$ cat config.mk
export PLATFORM = sky130hd
export DESIGN_NAME = pixel_write_queue_flat
export DESIGN_NICKNAME = d
export VERILOG_FILES = /design/src/rtl/pixel_write_queue_if.sv /design/src/rtl/pixel_write_queue.sv /design/src/flat_wrapper.sv
export SDC_FILE = /design/constraint.sdc
export NUM_CORES = 1
export LEC_CHECK = 0
export CORE_MARGIN = 5
export CORE_UTILIZATION = 40
export CTS_BUF_LIST = sky130_fd_sc_hd__clkbuf_16
export DETAILED_ROUTE_END_ITERATION = 8
export GPL_TIMING_DRIVEN = 0
export PLACE_DENSITY = 0.66
export SYNTH_ARGS = -nofsm -noshare
export SYNTH_HDL_FRONTEND = slang
export SYNTH_SLANG_ARGS = --single-unit
$ cat constraint.sdc
create_clock -name clk -period 3.5 [get_ports clk]
set_input_delay 0.7 -clock clk [delete_from_list [all_inputs] [get_ports clk]]
set_output_delay 0.7 -clock clk [all_outputs]
set_load 0.1 [all_outputs]
$ cat src/rtl/pixel_write_queue_if.sv
// Pixel bus from the drawers plus the framebuffer write handshake.
// master drives strobes and fb_ready; slave is the write queue.
interface pixel_write_queue_if #(
  parameter int CH_BITS = 3
);
  logic                   draw_enable_in;
  logic [7:0]             x_in;
  logic [7:0]             y_in;
  logic [23:0]            rgb_in;
  logic                   fb_ready;
  logic                   fb_we;
  logic [14:0]            fb_addr;
  logic [3*CH_BITS-1:0]   fb_colour;

  modport master (
    output draw_enable_in, x_in, y_in, rgb_in, fb_ready,
    input  fb_we, fb_addr, fb_colour
  );

  modport slave (
    input  draw_enable_in, x_in, y_in, rgb_in, fb_ready,
    output fb_we, fb_addr, fb_colour
  );
endinterface

$ cat src/rtl/pixel_write_queue.sv
// Buffers pixel strobes, converts (x,y) to a linear address and RGB888 to
// reduced depth, then drains to the framebuffer over ready/valid.
module pixel_write_queue #(
  parameter int DEPTH    = 16,
  parameter int SCREEN_W = 160,
  parameter int SCREEN_H = 120,
  parameter int CH_BITS  = 3
) (
  input  logic                 clk,
  input  logic                 reset,
  input  logic                 clear,
  pixel_write_queue_if.slave   bus,
  output logic                 full,
  output logic                 empty,
  output logic                 overflow,
  output logic [7:0]           oob_count
);
  localparam int AW = $clog2(DEPTH);
  localparam int CW = 3 * CH_BITS;

  typedef struct packed {
    logic [14:0]   addr;
    logic [CW-1:0] colour;
  } entry_t;

  typedef enum logic {OUT_IDLE, OUT_VALID} state_t;

  entry_t          mem [DEPTH];
  entry_t          out_q, new_entry;
  logic [AW-1:0]   wr_ptr, rd_ptr;
  logic [AW:0]     count;
  state_t          state, state_nxt;
  logic            strobe, in_range, pop, push, drop, oob_hit;

  // An X or Z strobe falls through the if and counts as no write.
  always_comb begin
    strobe = 1'b0;
    if (bus.draw_enable_in) strobe = 1'b1;
  end

  assign in_range = ({1'b0, bus.x_in} < 9'(SCREEN_W)) &&
                    ({1'b0, bus.y_in} < 9'(SCREEN_H));

  assign new_entry.addr   = 15'(bus.y_in) * 15'(SCREEN_W) + 15'(bus.x_in);
  assign new_entry.colour = {bus.rgb_in[23 -: CH_BITS],
                             bus.rgb_in[15 -: CH_BITS],
                             bus.rgb_in[7  -: CH_BITS]};

  always_comb begin
    state_nxt = state;
    pop       = 1'b0;
    case (state)
      OUT_IDLE: begin
        if (count != '0) begin
          pop       = 1'b1;
          state_nxt = OUT_VALID;
        end
      end
      OUT_VALID: begin
        if (bus.fb_ready) begin
          if (count != '0) pop = 1'b1;
          else             state_nxt = OUT_IDLE;
        end
      end
      default: state_nxt = OUT_IDLE;
    endcase
  end

  // A full queue still takes a pixel when the head leaves on the same edge.
  assign push    = strobe && in_range && (!full || pop);
  assign drop    = strobe && in_range && full && !pop;
  assign oob_hit = strobe && !in_range;

  always_ff @(posedge clk) begin
    if (push && !clear && !reset) mem[wr_ptr] <= new_entry;
  end

  always_ff @(posedge clk) begin
    if (reset) begin
      state     <= OUT_IDLE;
      wr_ptr    <= '0;
      rd_ptr    <= '0;
      count     <= '0;
      out_q     <= '0;
      overflow  <= 1'b0;
      oob_count <= '0;
    end else begin
      if (oob_hit && !clear && oob_count != 8'hFF) oob_count <= oob_count + 8'd1;
      if (clear) begin
        state    <= OUT_IDLE;
        wr_ptr   <= '0;
        rd_ptr   <= '0;
        count    <= '0;
        overflow <= 1'b0;
      end else begin
        state <= state_nxt;
        if (push) wr_ptr <= wr_ptr + AW'(1);
        if (pop) begin
          rd_ptr <= rd_ptr + AW'(1);
          out_q  <= mem[rd_ptr];
        end
        count <= count + {{AW{1'b0}}, push} - {{AW{1'b0}}, pop};
        if (drop) overflow <= 1'b1;
      end
    end
  end

  assign bus.fb_we     = (state == OUT_VALID);
  assign bus.fb_addr   = out_q.addr;
  assign bus.fb_colour = out_q.colour;
  assign full          = (count == (AW+1)'(DEPTH));
  assign empty         = (count == '0) && (state == OUT_IDLE);
endmodule

$ cat src/flat_wrapper.sv
// flat-port wrapper written by rule: the top's interface ports become plain ports
module pixel_write_queue_flat 
#(
  parameter int DEPTH    = 16,
  parameter int SCREEN_W = 160,
  parameter int SCREEN_H = 120,
  parameter int CH_BITS  = 3
)
  (clk, reset, clear, full, empty, overflow, oob_count, bus_draw_enable_in, bus_x_in, bus_y_in, bus_rgb_in, bus_fb_ready, bus_fb_we, bus_fb_addr, bus_fb_colour);
  pixel_write_queue_if #(.CH_BITS(CH_BITS)) bus_i ();
  input  logic clk;
  input  logic reset;
  input  logic clear;
  output logic full;
  output logic empty;
  output logic overflow;
  output logic [7:0] oob_count;
  input wire logic [$bits(bus_i.draw_enable_in)-1:0] bus_draw_enable_in;
  input wire logic [$bits(bus_i.x_in)-1:0] bus_x_in;
  input wire logic [$bits(bus_i.y_in)-1:0] bus_y_in;
  input wire logic [$bits(bus_i.rgb_in)-1:0] bus_rgb_in;
  input wire logic [$bits(bus_i.fb_ready)-1:0] bus_fb_ready;
  output wire logic [$bits(bus_i.fb_we)-1:0] bus_fb_we;
  output wire logic [$bits(bus_i.fb_addr)-1:0] bus_fb_addr;
  output wire logic [$bits(bus_i.fb_colour)-1:0] bus_fb_colour;
  assign bus_i.draw_enable_in = bus_draw_enable_in;
  assign bus_i.x_in = bus_x_in;
  assign bus_i.y_in = bus_y_in;
  assign bus_i.rgb_in = bus_rgb_in;
  assign bus_i.fb_ready = bus_fb_ready;
  assign bus_fb_we = bus_i.fb_we;
  assign bus_fb_addr = bus_i.fb_addr;
  assign bus_fb_colour = bus_i.fb_colour;
  pixel_write_queue #(.DEPTH(DEPTH), .SCREEN_W(SCREEN_W), .SCREEN_H(SCREEN_H), .CH_BITS(CH_BITS)) u_core (.clk(clk), .reset(reset), .clear(clear), .bus(bus_i), .full(full), .empty(empty), .overflow(overflow), .oob_count(oob_count));
endmodule
---- After elaboration in Yosys (flattened, before gate mapping) ----
Memories as Yosys holds them, arrays and structs flattened. A register that Yosys moved wholly into a read port is not among the register bits.
Index checks and enable logic that the tools add are counted.
Widths: inputs -> output; s select.
storage, ports and cells
  flip-flop bits (word level) ............. 23
  latch bits .............................. 0
  memory bits (writable) .................. 384
  bits in read-only memories .............. 0
  input port bits ......................... 45
  output and inout bits ................... 36
  word-level logic and storage cells ...... 49
  memories ................................ 1
cells by class
  $add $sub $neg .......................... 6
  multipliers ............................. 1
  div/mod/pow operators ................... 0
  $lt $le $gt $ge ......................... 2
  equality and inequality tests ........... 2
  shifts and indexed selects .............. 0
  muxes and demuxes ....................... 8
  bitwise logic cells ..................... 2
  reductions and logical operators ........ 21
memories
  name        depth  width  rd ports  clocked after Yosys merged registers in  wr ports  line                     RTL
  u_core.mem  16     24     1         1                                        1         pixel_write_queue.sv:28  entry_t mem [DEPTH];
operators by type and width
  cell                  count
  $add 15x8->15         1
  $logic_and 1x1->1     11
  $mul 8x3->10 const B  1
  $add 4x1->4 const B   2
  $add 8x1->8 const B   1
  $lt 8x7->1 const B    1
  $lt 8x8->1 const B    1
  $ne 8x8->1 const B    1
  $mux 1                6
  $add 5x1->5           1
  $eq 5x5->1 const B    1
  $logic_not 1->1       5
  $logic_not 5->1       1
  $reduce_bool 5->1     1
  $sub 5x1->5           1
  $pmux 1 s2            2
  $not 1->1             2
  $reduce_and 2->1      1
  $reduce_or 2->1       1
  $logic_or 1x1->1      1

---- Logic depth before layout (Yosys ltp) ----
  word-level depth ........................ 10
  gate-level depth with buffers ........... 14
  gate-level depth less buffers ........... 14

---- Worst setup path before layout ----
No wires, ideal clock.
  kind .................................... input to register
  start ................................... input bus_y_in[1]
  end ..................................... memory u_core.mem[0][23] (netlist name), data pin
  setup time .............................. 0.297 ns
  arrival ................................. 2.842 ns
  data required time ...................... 3.203 ns
  slack ................................... 0.361 ns
  stages on the path ...................... 8
  buffers on the path ..................... 0
  cells stage by stage .................... ha_1 ha_1 fa_1 a211oi_1 nor2_1 xor2_1 nand4_1 xnor2_1
RTL lines
  item         line                     RTL
  from (decl)  flat_wrapper.sv:20       input wire logic [$bits(bus_i.y_in)-1:0] bus_y_in;
  to (decl)    pixel_write_queue.sv:28

==> metrics.cfg <==
[cts]
cts_resized=4
cts_tree=done
cts_root_buffer=clkbuf_16
cts_setup_buffers=0
cts_made_buffers=43
clk_pin_slew_ps=60
insertion_delay_ps=550
cts_max_path_buffers=3
h-tree-depth=2
clkSinkCount=431
cts_hold_buf=0

[worst_setup_path]
cp_max_fo=16
crit_required_ps=3750
arrival_ps=3560
rr_worst_depth=14
r2r-end=u_core.count[4]
crit_cells=8
slowest_stage=xnor2_2
path_cells=clkdlybuf4s50_1 -> ha_1 -> ha_1 -> fa_1 -> xor2_1 -> nor3b_1 -> nand2_1 -> xnor2_2
ff2ff_setup_slack_ps=640
endpoint_kind=register
max_stage_delay_ps=560
startpoint=bus_y_in[1]
r2r_start=u_core.count[2]
startpoint_type=input pin
critical_path.top_delay_family=adder cells
path_buf_inv=1
crit_top_cell=ha_1
worstSetupPathType=in -> reg

[die]
die_w_um=216
start_util=0.405
rows=75
dieHeight_um=216
io_pins=81
core_area_um2=41900
dieArea_um2=46700

[power_and_ir_drop]
p_per_area_nw_per_um2=673
irDropWorstVdd_v=0.000684
power_mw=13.6
leakagePower_nw=6.31

[worst_hold_path]
hold_path.class=reg -> reg
min_delay_path_depth=2
worstHoldStart=u_core.bus.fb_addr[4]
hold_path_end=u_core.bus.fb_addr[4]

[outcome]
outcome=complete, no violations

[place]
hpwl_mm=22.9
gp_congestion=0.767
dp_slack_ps=-783
port_buffers=65

[sta]
tns_ps=0
finalSetupViolations=0
tightest_slew_ps=1330
post-route-period-util=0.946
rsz0062_at_grt=false
max_freq_mhz=302
final.setup.worst_slack_ps=189
maxSlewHeadroom=0.107
fin_worst_skew_ps=17.1
maxSlewViolCount=0
period_needed_ps=3310
hold_viol_final=0

[synth]
avgSynthCellArea_um2=19.2
ys_warn_count=0
syn_area_um2=17000
synth_ff_type=edfxtp_1
netlist_instances=885
yosys.area.top_type=edfxtp_1
synth_edf_count=384
async_flop_share=0
yosysSeqAreaShare=0.734
yosysUniqueCellTypes=48
synth.top_cells.by_area=edfxtp_1, mux4_2, dfxtp_1
syn-num-nets=960
synth-seq-cells=431
synth_top_area_frac=0.679

[drt]
drc=0
final_antenna_net_count=0
vias_per_cell=5.39
wirelength_mm=36.9
drt_iter0_markers=728
detailroute.via_count=8515
drtPass1Iterations=5
wl_per_cell_um=23.3

[grt]
grt-ovfl-total=0
antenna_found_initial=0
grt_max_degree=25
grt_pass1_wl_mm=55.4
grt_pass1_vias=8785
grt_use_total=0.157

[finish]
fill_cells=3433
drive_gt1_frac=0.208
final_common_cell=edfxtp_1
fin_util=0.481
nNetsFinal=1080
syn2layout_area_growth_pct=18.8
mostFrequentLayoutCells=edfxtp_1, mux4_2, clkdlybuf4s50_1, nor2_1, mux2i_1

[job]
maxCapViolCount=0

synthesized netlist by cell type, types with 5 or more instances:
master	number
edfxtp_1	384
mux4_2	96
nor2_1	67
mux2i_1	51
dfxtp_1	47
a21oi_1	30
ha_1	27
o21ai_1	23
inv_1	18
xnor2_1	18
buf_2	16
clkbuf_1	16
nand2_1	14
nand3_1	9
xor2_1	7
o21ai_0	6
nor2b_1	5
nor3_1	5
flip-flops by register name (all words and copies together) (netlist names):
signal and cells:
u_core.bus.fb_addr 15, u_core.bus.fb_colour 9, u_core.bus.fb_we 1, u_core.count 5, u_core.mem 384, u_core.oob_count 8, u_core.overflow 1, u_core.rd_ptr 4
u_core.wr_ptr 4
layer usage:
layer,vias to the layer above,track usage,wire [um]
met5,-,0,0
met4,0,0.0343,729
met3,56,0.0283,1970
met2,237,0.256,17700
met1,4431,0.225,16500
li1,3791,-,-
worst max-delay path by stage:
stage,endpoint
floorplan,u_core.mem[0][23]
global placement,u_core.mem[13][7]
finish,u_core.mem[9][21]
CTS,u_core.mem[0][20]
global route,empty
detailed placement,u_core.mem[4][23]
cell families (layout without fill, tap and decap cells):
family | after synthesis | count (layout) | share of synthesized area
DFF | 431 | 431 | 0.734
muxes | 147 | 147 | 0.157
and+or+nand+nor | 122 | 122 | 0.0332
AOI/OAI and AO/OA | 73 | 73 | 0.0239
buffers and inverters | 57 | 212 | 0.0153
adders and majority gates | 30 | 30 | 0.0234
xor gates and xnor gates | 25 | 25 | 0.0129
other | 0 | 1 | 0
layout make-up:
cell class                 instances  area (um^2)  area share
clock inverter                    36          314      0.0156
clock buffer                      44         1100      0.0546
buffer                            39          193     0.00955
tap                              539          674      0.0334
antenna                            1         2.50    0.000124
timing repair buffer              75          925      0.0458
sequential                       431        12500       0.618
multi-input combinational        397         4430       0.220
inverter                          18         67.6     0.00335
worst reg2reg max path: cells and delay by family, from the launching register on:
family | cells | cell delay, ps
flip-flops | 1 | 320
AO/OA/AOI/OAI | 2 | 260
adder cells (fa/ha/maj) | 4 | 910
AND/OR/NAND/NOR | 4 | 1070
buffers and inverters | 4 | 250
through the flow:
stage / hold slack, ps / area (um^2) / cells
finish: 471 / 20200 / 1580
detailed placement: 464 / 18700 / 1499
global route: 511 / 20200 / 1579
global placement: 460 / 18300 / 1489
floorplan: 483 / 17000 / 885
CTS: 479 / 20100 / 1579
report_power, final:
group / total, mW / internal (mW) / leakage [nW] / switching (mW)
clock network: 4.58 / 2.67 / 0.735 / 1.92
logic: 3.06 / 1.10 / 1.75 / 1.96
registers: 5.94 / 5.85 / 3.83 / 0.0951
Power figures use the tool's default switching activity.
